**src/rtl/pair_capture_fifo.sv**
```systemverilog
// rtl/pair_capture_fifo.sv - pair capture FIFO with rotate-XOR signature of accepted pairs
module pair_capture_fifo #(
  parameter int W     = 8,
  parameter int DEPTH = 4
) (
  input  logic                     CLK,
  input  logic                     RSTn,
  input  logic [W-1:0]             Ain,
  input  logic [W-1:0]             Bin,
  input  logic                     Avalid,
  output logic                     Aready,
  output logic [2*W-1:0]           Dout,
  output logic                     Dvalid,
  input  logic                     Dready,
  input  logic                     Clear,
  output logic [$clog2(DEPTH):0]   Count,
  output logic [2*W-1:0]           Sig
);

  localparam int AW = $clog2(DEPTH);
  localparam logic [AW:0] FULL = (AW+1)'(DEPTH);

  logic [2*W-1:0] mem [DEPTH];
  logic [AW-1:0]  wptr;
  logic [AW-1:0]  rptr;
  logic           push;
  logic           pop;

  // Handshake outputs decode from registered occupancy only.
  assign Aready = (Count != FULL);
  assign Dvalid = (Count != '0);
  assign Dout   = mem[rptr];

  assign push = Avalid && Aready && !Clear;
  assign pop  = Dvalid && Dready && !Clear;

  always_ff @(posedge CLK) begin
    if (push) begin
      mem[wptr] <= {Ain, Bin};
    end
  end

  always_ff @(posedge CLK or negedge RSTn) begin
    if (!RSTn) begin
      wptr  <= '0;
      rptr  <= '0;
      Count <= '0;
      Sig   <= '0;
    end else if (Clear) begin
      wptr  <= '0;
      rptr  <= '0;
      Count <= '0;
      Sig   <= '0;
    end else begin
      if (push) begin
        wptr <= wptr + AW'(1);
        Sig  <= {Sig[2*W-2:0], Sig[2*W-1]} ^ {Ain, Bin};
      end
      if (pop) begin
        rptr <= rptr + AW'(1);
      end
      case ({push, pop})
        2'b10:   Count <= Count + (AW+1)'(1);
        2'b01:   Count <= Count - (AW+1)'(1);
        default: Count <= Count;
      endcase
    end
  end

endmodule

```
**config.mk**
```make
export PLATFORM = sky130hd
export DESIGN_NAME = pair_capture_fifo
export DESIGN_NICKNAME = d
export VERILOG_FILES = /design/src/rtl/pair_capture_fifo.sv
export SDC_FILE = /design/constraint.sdc
export NUM_CORES = 1
export LEC_CHECK = 0
export ABC_AREA = 1
export CAP_MARGIN = 20
export CORE_UTILIZATION = 57
export DETAILED_ROUTE_END_ITERATION = 8
export MAX_ROUTING_LAYER = met4
export PLACE_DENSITY = 0.84
export SYNTH_ARGS = -nofsm -noshare
export SYNTH_HDL_FRONTEND = slang
export SYNTH_SLANG_ARGS = --single-unit
```
**constraint.sdc**
```tcl
create_clock -name CLK -period 4.9 [get_ports CLK]
set_input_delay 1.225 -clock CLK [delete_from_list [all_inputs] [get_ports CLK]]
set_output_delay 1.225 -clock CLK [all_outputs]
set_load 0.1 [all_outputs]
```
=== Word-level counts from Yosys, hierarchy flattened ===
Memory sizes are Yosys's and may differ from the RTL's.
Index checks and enable logic that the tools add are counted.

* Flip-flop bits (word level): 23
* Bits in writable memories: 64
* Memories kept: 1
* Input bits: 21

{| class="wikitable"
|+ Memory list
! memory !! depth !! bits a word !! rd ports !! clocked after memory_dff !! write ports !! line !! text
|-
| mem || 4 || 16 || 1 || 0 || 1 || 23 || <nowiki>logic [2*W-1:0] mem [DEPTH];</nowiki>
|}

* Bitwise operators: 1
* Add/subtract/negate cells: 4
* Reductions and logical operators: 9
* Multiplexer cells: 10
* Eq/ne operators: 3

{| class="wikitable"
|+ Operator list
! kind !! number
|-
| two-way mux 16 bit || 2
|-
| XOR 16 bit || 1
|-
| two-way mux 2 bit || 4
|-
| one-hot mux 3 bit (2 select lines) || 1
|-
| nonzero test 3 bit || 2
|-
| adder 2 x 1 -> 2 bit (second input constant) || 2
|-
| logical AND 1 bit || 4
|-
| nonzero test 2 bit || 2
|-
| adder 3 x 1 -> 3 bit (second input constant) || 1
|-
| two-way mux 3 bit || 1
|-
| != test 3 bit (second input constant) || 1
|-
| subtractor 3 x 1 -> 3 bit (second input constant) || 1
|-
| == test 2 x 1 -> 1 bit (second input constant) || 1
|-
| == test 2 bit (second input constant) || 1
|-
| two-way mux 1 bit || 2
|-
| zero test 1 bit || 1
|}

=== Longest topological paths before layout ===
Gate-level depths: netlist (run 1).

* Word-level depth: 6
* Gate-level depth with buffers: 13
* Gate-level depth less buffers: 12

=== Worst setup path after synthesis (run 1) ===
No wires, ideal clock.

* Kind: register -> output
* Start point: register rptr[0]
* End point: output port Dout[10]
* Slack: 1.282 ns
* Buffers on the path: 2
* Required time: 3.675 ns
* Arrival: 2.393 ns
* Cell stages (with the launch flop): 6
* Path through: dfrtp_1 clkbuf_1 inv_1 clkbuf_1 o21ai_0 o22ai_1

* Word-level cells in the longest chain between the ends: 1

{| class="wikitable"
|+ Ends and longest elaborated chain
! item !! line !! text
|-
| from (decl) || 25 || <nowiki>logic [AW-1:0] rptr;</nowiki>
|-
| from (signal assigned) || 60 || <nowiki>rptr <= rptr + AW'(1);</nowiki>
|-
| memory read (4 x 16 bit) || n/a ||
|-
| to (decl) || 12 || <nowiki>output logic [2*W-1:0] Dout,</nowiki>
|}

Every way passes these cells.

=== Worst setup path in the final report (run 1) ===
* Start point: register rptr[1]
* End point: output port Dout[15]

Same word-level chain as after synthesis.

==> results.toml, run 1 <==
[sta]
finalHoldViolCount = 0
finClkSkew_ns = 0.00909
setup-tns-final_ns = 0
period_needed_ns = 3.49
worstMarginPinSlew_ns = 0.986
rsz_0062_raised_after_global_routing = "no"
setup_viol = 0
ratio_of_final_minimum_period_to_clock_period = 0.712
final_max_slew_viol_count = 0
timing.slew.headroom = 0.340
fin_hold_ws_ns = 0.583
max_fclk_mhz = 287

[grt]
grt_usage = 0.249
largest_net_degree_at_the_start_of_global_routing = 34
first_global_vias = 2316
grt_pass1_wl_um = 11400
grt_antenna_before_repair = 0
grt_overflow_total = 0

[power]
cellLeakagePower_nw = 1.61
switching_share = 0.488
worst_ir_drop_vdd_uv = 504
p_clk_frac = 0.161
power.sequential.fraction = 0.365
share_comb_of_total_power = 0.474
power.switching_mw = 1.23
intPower_mw = 1.29
cellPowerDensity_mw_per_mm2 = 577

[clocking]
htreeDepth = 3
clock_path_buffers = 2
cts_sinks = 87
path_clk_slew_ns = 0.08
tritoncts.num_buffers = 9
cts_hold_buffers = 0
clock_insertion_delay_worst_skew_ns = 0.34
cts-resized-gates = 0
root_buffer = "sky130_fd_sc_hd__clkbuf_8"
tritoncts = "done"
cts_post_setup_buffers_inserted = 0

[setup_path]
cp-start-kind = "flop"
required_ns = 3.67
crit_family = "buffers and inverters"
timing.setup.critical_path_class = "flop to output pin"
rr_worst_depth = 7
worst_path_bufs_invs = 2
worst_path_largest_cell_delay_ns = 0.59
worstPathArrival_ns = 2.26
worst_r2r_startpoint = "Count[0]"
critical-path-slowest-cell = "sky130_fd_sc_hd__dfrtp_1"
timing.critical_path.cells = "inv_1 -> o21ai_0 -> o22ai_1 -> buf_4"
cp.depth = 4
critical_path_peak_fanout = 18
worst_setup_path_end_kind = "output pin"
worst-r2r-setup-slack_ns = 2.67
regToRegEndpoint = "mem[3][6]"

[logic_synthesis]
sequential_share_of_the_synthesized_area = 0.696
synthesis.area_per_instance_um2 = 12.4
synth_cells = 289
async_reset_ff_frac = 0.264
synth_flop_cell = "sky130_fd_sc_hd__edfxtp_1"
number_of_synthesis_warnings = 0
syn_nets = 315
syn-cell-area_mm2 = 0.00359
ys_ff_latch = 87
synth_edf_count = 64
unique_cell_type_count_in_the_yosys_netlist = 24

[worst_hold_path]
timing.hold.worst.class = "flop to flop"
timing.hold.worst_path_depth = 2
hold-path-endpoint = "Sig[0]"
timing.hold.worst.start = "Sig[0]"

[layout]
synthToLayoutAreaGrowth_pct = 21.7
drive_above_1_share = 0.130
filler_cell_count = 377
nets_finish = 374
antenna_cells = 0
stdcell_count = 428
multiInputGateArea_um2 = 960
layout.core_utilization = 0.729
sequential_cell_area_mm2 = 0.00250

[routing]
drcViolationCount = 0
drt-total-wl_um = 7300
via_to_cell_ratio = 5.59
ant_nets = 0
firstDrtPassIters = 4
routedWlPerCell_um = 17.1
detail_route.iter0.violations = 150
dr_total_vias = 2394

[place]
dp_hpwl_um = 4790
gp_congestion = 0.829
port-buffer-count = 57
post_placement_cell_count = 411

[die]
die_area_mm2 = 0.00662
overall_die_height_um = 81.3
pin_count = 58
placeableCoreArea_mm2 = 0.00599
floorplan.initialDensity = 0.599
die_w_um = 81.3
placementRows = 28

[outcome]
result_of_the_run = "completed"

[run]
max_cap_viol_count = 0
## cell families (layout without fill, tap and decap cells)
| group | count (synthesis) | count (layout) | synth area share |
|---|---|---|---|
| XOR/XNOR | 17 | 17 | 0.0415 |
| flip-flops | 87 | 87 | 0.696 |
| AND/OR/NAND/NOR | 78 | 78 | 0.0983 |
| buffers and inverters | 30 | 94 | 0.0366 |
| adder cells (fa/ha/maj) | 5 | 5 | 0.0195 |
| AO/OA/AOI/OAI | 72 | 72 | 0.108 |
## area by class of cell
type	instances	share of cell area
tap	75	0.0215
timing repair buffer	63	0.136
sequential	87	0.572
clock inverter	7	0.00917
inverter	15	0.0129
clock buffer	9	0.0284
multi-input combinational	172	0.220
## registers in the layout, summed over array words and instances (netlist names)
signal / cells
Sig: 16
Count: 3
wptr: 2
rptr: 2
mem: 64
## cell usage in the layout, fill, tap and decap left out, types with 9 or more instances in the layout
master,netlist,layout
sky130_fd_sc_hd__buf_4,1,21
sky130_fd_sc_hd__inv_1,14,14
sky130_fd_sc_hd__dfrtp_1,23,23
sky130_fd_sc_hd__nand3_1,21,21
sky130_fd_sc_hd__clkbuf_8,0,9
sky130_fd_sc_hd__o21ai_0,33,33
sky130_fd_sc_hd__o22ai_1,16,16
sky130_fd_sc_hd__nand2_1,13,13
sky130_fd_sc_hd__o21ai_1,18,18
sky130_fd_sc_hd__edfxtp_1,64,64
sky130_fd_sc_hd__nor2_1,37,37
sky130_fd_sc_hd__clkdlybuf4s50_1,0,41
sky130_fd_sc_hd__xnor2_1,17,17
## cell usage after synthesis, types with 2 or more instances
cell type / instances / area share
sky130_fd_sc_hd__nand3_1: 21 / 0.029
sky130_fd_sc_hd__xnor2_1: 17 / 0.041
sky130_fd_sc_hd__a21oi_2: 2 / 0.0049
sky130_fd_sc_hd__nor2_1: 37 / 0.039
sky130_fd_sc_hd__buf_2: 6 / 0.0084
sky130_fd_sc_hd__nand2_2: 3 / 0.0052
sky130_fd_sc_hd__inv_1: 14 / 0.015
sky130_fd_sc_hd__clkbuf_1: 7 / 0.0073
sky130_fd_sc_hd__o21ai_0: 33 / 0.046
sky130_fd_sc_hd__o21ai_1: 18 / 0.025
sky130_fd_sc_hd__nand2_1: 13 / 0.014
sky130_fd_sc_hd__ha_1: 4 / 0.014
sky130_fd_sc_hd__a21oi_1: 3 / 0.0042
sky130_fd_sc_hd__dfrtp_1: 23 / 0.16
sky130_fd_sc_hd__o22ai_1: 16 / 0.028
sky130_fd_sc_hd__edfxtp_1: 64 / 0.54
## how the worst max path moves through the flow
stage	from	end	slack [ns]
2_1_floorplan	rptr[0]	Dout[10]	1.28
6_report	rptr[1]	Dout[15]	1.41
3_3_place_gp	Clear	Count[2]	1.55
5_1_grt	rptr[1]	Dout[15]	1.24
4_1_cts	rptr[1]	Dout[15]	1.43
3_5_place_dp	Clear	Count[2]	1.49
## layer usage
| layer | track usage | vias up | share of wire |
|---|---|---|---|
| met2 | 0.352 | 110 | 0.46 |
| met1 | 0.352 | 1122 | 0.45 |
| met4 | 0.123 | 0 | 0.022 |
| met5 | - | - | 0 |
| met3 | 0.0416 | 16 | 0.064 |
| li1 | - | 1146 | - |
## power groups by stage
| stage | Sequential [mW] | Combinational [mW] | Clock, mW |
|---|---|---|---|
| 2_1_floorplan | 1.14 | 0.725 | 0 |
| 4_1_cts | 0.918 | 1.19 | 0.413 |
| 3_3_place_gp | 0.933 | 1.18 | 0 |
| 3_5_place_dp | 0.935 | 1.19 | 0 |
| 6_report | 0.919 | 1.19 | 0.407 |
| 5_1_grt | 0.927 | 1.25 | 0.442 |
## metrics by stage
step	worst slack, ns	area (um^2)	power (mW)
detailed placement	1.49	4180	2.13
finish	1.41	4370	2.52
global route	1.24	4370	2.62
global placement	1.55	4180	2.12
CTS	1.43	4340	2.52
floorplan	1.28	3590	1.86
## tightest hold or removal path, delay by kind of cell, from the launching register on
kind / cells / cell delay [ns]
flops: 1 / 0.39
simple gates: 1 / 0.09
compound gates: 1 / 0.07
(Power assumes the default switching activity.)
==> run 2, diff against run 1 <==
--- a/config.mk
+++ b/config.mk
@@ -7,10 +7,10 @@
 export LEC_CHECK = 0
 export ABC_AREA = 1
 export CAP_MARGIN = 20
-export CORE_UTILIZATION = 57
+export CORE_UTILIZATION = 48
 export DETAILED_ROUTE_END_ITERATION = 8
 export MAX_ROUTING_LAYER = met4
-export PLACE_DENSITY = 0.84
+export PLACE_DENSITY = 0.76
 export SYNTH_ARGS = -nofsm -noshare
 export SYNTH_HDL_FRONTEND = slang
 export SYNTH_SLANG_ARGS = --single-unit
==> constraint.sdc (replaced) <==
create_clock -name CLK -period 2.9 [get_ports CLK]
set_input_delay 0.725 -clock CLK [delete_from_list [all_inputs] [get_ports CLK]]
set_output_delay 0.725 -clock CLK [all_outputs]
set_load 0.1 [all_outputs]
==> results.toml, run 2 (synthesis results as in run 1) <==
[outcome]
result_of_the_run = "completed"

[routing]
detail_route.iter0.violations = 100
routedLengthMet1_um = 3340
ant_nets = 0
firstDrtPassIters = 4
drcViolationCount = 0
top_layer = "met4"
met2_length_um = 3840
via_to_cell_ratio = 5.35
dr_total_vias = 2440
drt-total-wl_um = 7600
met3_length_um = 320
routedWlPerCell_um = 16.7

[setup_path]
worst_r2r_startpoint = "Count[2]"
critical_path_peak_fanout = 18
worst-r2r-setup-slack_ns = 0.92
required_ns = 2.17
rr_worst_depth = 11
cp-start-kind = "flop"
regToRegEndpoint = "Count[2]"
worst_setup_path_end_kind = "output pin"
worstPathArrival_ns = 1.80
timing.setup.critical_path_class = "flop to output pin"

[clocking]
root_buffer = "sky130_fd_sc_hd__clkbuf_8"
clock_insertion_delay_worst_skew_ns = 0.35
clock_path_buffers = 2
path_clk_slew_ns = 0.08
cts_hold_buffers = 0
cts_sinks = 87
cts-resized-gates = 0
tritoncts.num_buffers = 9
tritoncts = "done"
cts_post_setup_buffers_inserted = 0
htreeDepth = 3

[sta]
timing.slew.headroom = 0.641
setup_viol = 0
rsz_0062_raised_after_global_routing = "no"
max_fclk_mhz = 396
finalHoldViolCount = 0
ratio_of_final_minimum_period_to_clock_period = 0.870
setup-tns-final_ns = 0
finClkSkew_ns = 0.0107
worstMarginPinSlew_ns = 0.537
period_needed_ns = 2.52
final_max_slew_viol_count = 0

[grt]
largest_net_degree_at_the_start_of_global_routing = 34
grt_usage = 0.220
grt_pass1_wl_um = 12200
grt_overflow_total = 0
first_global_vias = 2370
grt_antenna_before_repair = 0

[layout]
antenna_cells = 0
leading_cell_types_in_the_layout_fill_and_taps_excluded = "sky130_fd_sc_hd__edfxtp_1 (64), sky130_fd_sc_hd__nor2_1 (33), sky130_fd_sc_hd__o21ai_0 (33), sky130_fd_sc_hd__buf_4 (32)"
finalInstanceArea_mm2 = 0.00474
nets_finish = 379
layout.core_utilization = 0.654
largest_register_ff_count = 64
layout.cells.most_common = "sky130_fd_sc_hd__edfxtp_1"
top_regs = "mem: 64 flops, Sig: 16 flops, Count: 3 flops"
synthToLayoutAreaGrowth_pct = 32.2
drive_above_1_share = 0.261
largest-register = "mem"

[die]
placementRows = 31
floorplan.initialDensity = 0.495
die_area_mm2 = 0.00783
placeableCoreArea_mm2 = 0.00725
overall_die_height_um = 88.5
pin_count = 58
die_w_um = 88.5

[run]
max_cap_viol_count = 0

[power]
cellPowerDensity_mw_per_mm2 = 1030
cellLeakagePower_nw = 1.80
worst_ir_drop_vdd_uv = 673

[worst_hold_path]
timing.hold.worst.start = "rptr[0]"
timing.hold.worst.class = "flop to flop"
hold-path-endpoint = "rptr[0]"
timing.hold.worst_path_depth = 2

[place]
detailed_place.area_mm2 = 0.00451
gp_congestion = 0.786
dp_hpwl_um = 4980
port-buffer-count = 57
## run 2: cell types whose count changed in the layout (fill, tap and decap cells not counted), moves of 4 or more
cell                              change
sky130_fd_sc_hd__buf_4               +11
sky130_fd_sc_hd__nor2_2               +4
sky130_fd_sc_hd__o22ai_1             -16
sky130_fd_sc_hd__buf_12              +16
sky130_fd_sc_hd__clkinv_2             -4
sky130_fd_sc_hd__clkdlybuf4s50_1     -21
sky130_fd_sc_hd__nor2_1               -4
sky130_fd_sc_hd__o22ai_2             +16
## run 2: worst max-delay path by stage
stage                     startpoint  slack, ns        to
final                        rptr[1]       0.38  Dout[14]
after CTS                    rptr[1]       0.35  Dout[14]
after global placement        Avalid       0.34  Count[2]
after detailed placement      Avalid       0.25  Count[2]
after global routing         rptr[1]       0.25  Dout[14]
after floorplan             Count[2]        0.1  Count[2]
## run 2: area by class of cell
cell class / instances / area [um^2]
Clock buffer: 9 / 124
Clock inverter: 6 / 110
Fill cell: 557 / 2510
Inverter: 15 / 56.3
Multi-Input combinational cell: 172 / 1070
Sequential cell: 87 / 2500
Tap cell: 99 / 124
Timing Repair Buffer: 68 / 761
## run 2: per-layer routing
layer / track usage / vias up
met5: - / -
met1: 0.291 / 1217
met3: 0.0336 / 9
li1: - / 1153
met2: 0.341 / 61
met4: 0.0982 / 0
## run 2: through the flow
stage	hold WS, ns	instances	setup slack [ns]	power (mW)
floorplan	0.429	289	0.0951	3.22
global placement	0.516	441	0.341	3.90
detailed placement	0.545	441	0.254	3.93
CTS	0.557	456	0.349	4.90
global route	0.595	456	0.245	5.05
finish	0.556	456	0.376	4.88
## run 2: worst max-delay path, stage by stage, from the launching register on
cell                      delay (ns)
sky130_fd_sc_hd__dfrtp_1        0.38
sky130_fd_sc_hd__inv_1          0.40
sky130_fd_sc_hd__o21ai_0        0.24
sky130_fd_sc_hd__o22ai_2        0.22
sky130_fd_sc_hd__buf_12         0.21
## run 2: power by group
group | total, mW | switching [mW] | internal, mW
clock network | 0.978 | 0.412 | 0.566
registers | 1.54 | 0.0885 | 1.45
logic | 2.36 | 1.69 | 0.673
total | 4.88 | 2.19 | 2.69
==> run 3, diff against run 2 <==
--- a/config.mk
+++ b/config.mk
@@ -11,6 +11,7 @@
 export DETAILED_ROUTE_END_ITERATION = 8
 export MAX_ROUTING_LAYER = met4
 export PLACE_DENSITY = 0.76
+export SETUP_SLACK_MARGIN = 0.02
 export SYNTH_ARGS = -nofsm -noshare
 export SYNTH_HDL_FRONTEND = slang
 export SYNTH_SLANG_ARGS = --single-unit
==> results of run 3 <==
No change in the layout: final DEF, timing and power equal those of run 2.
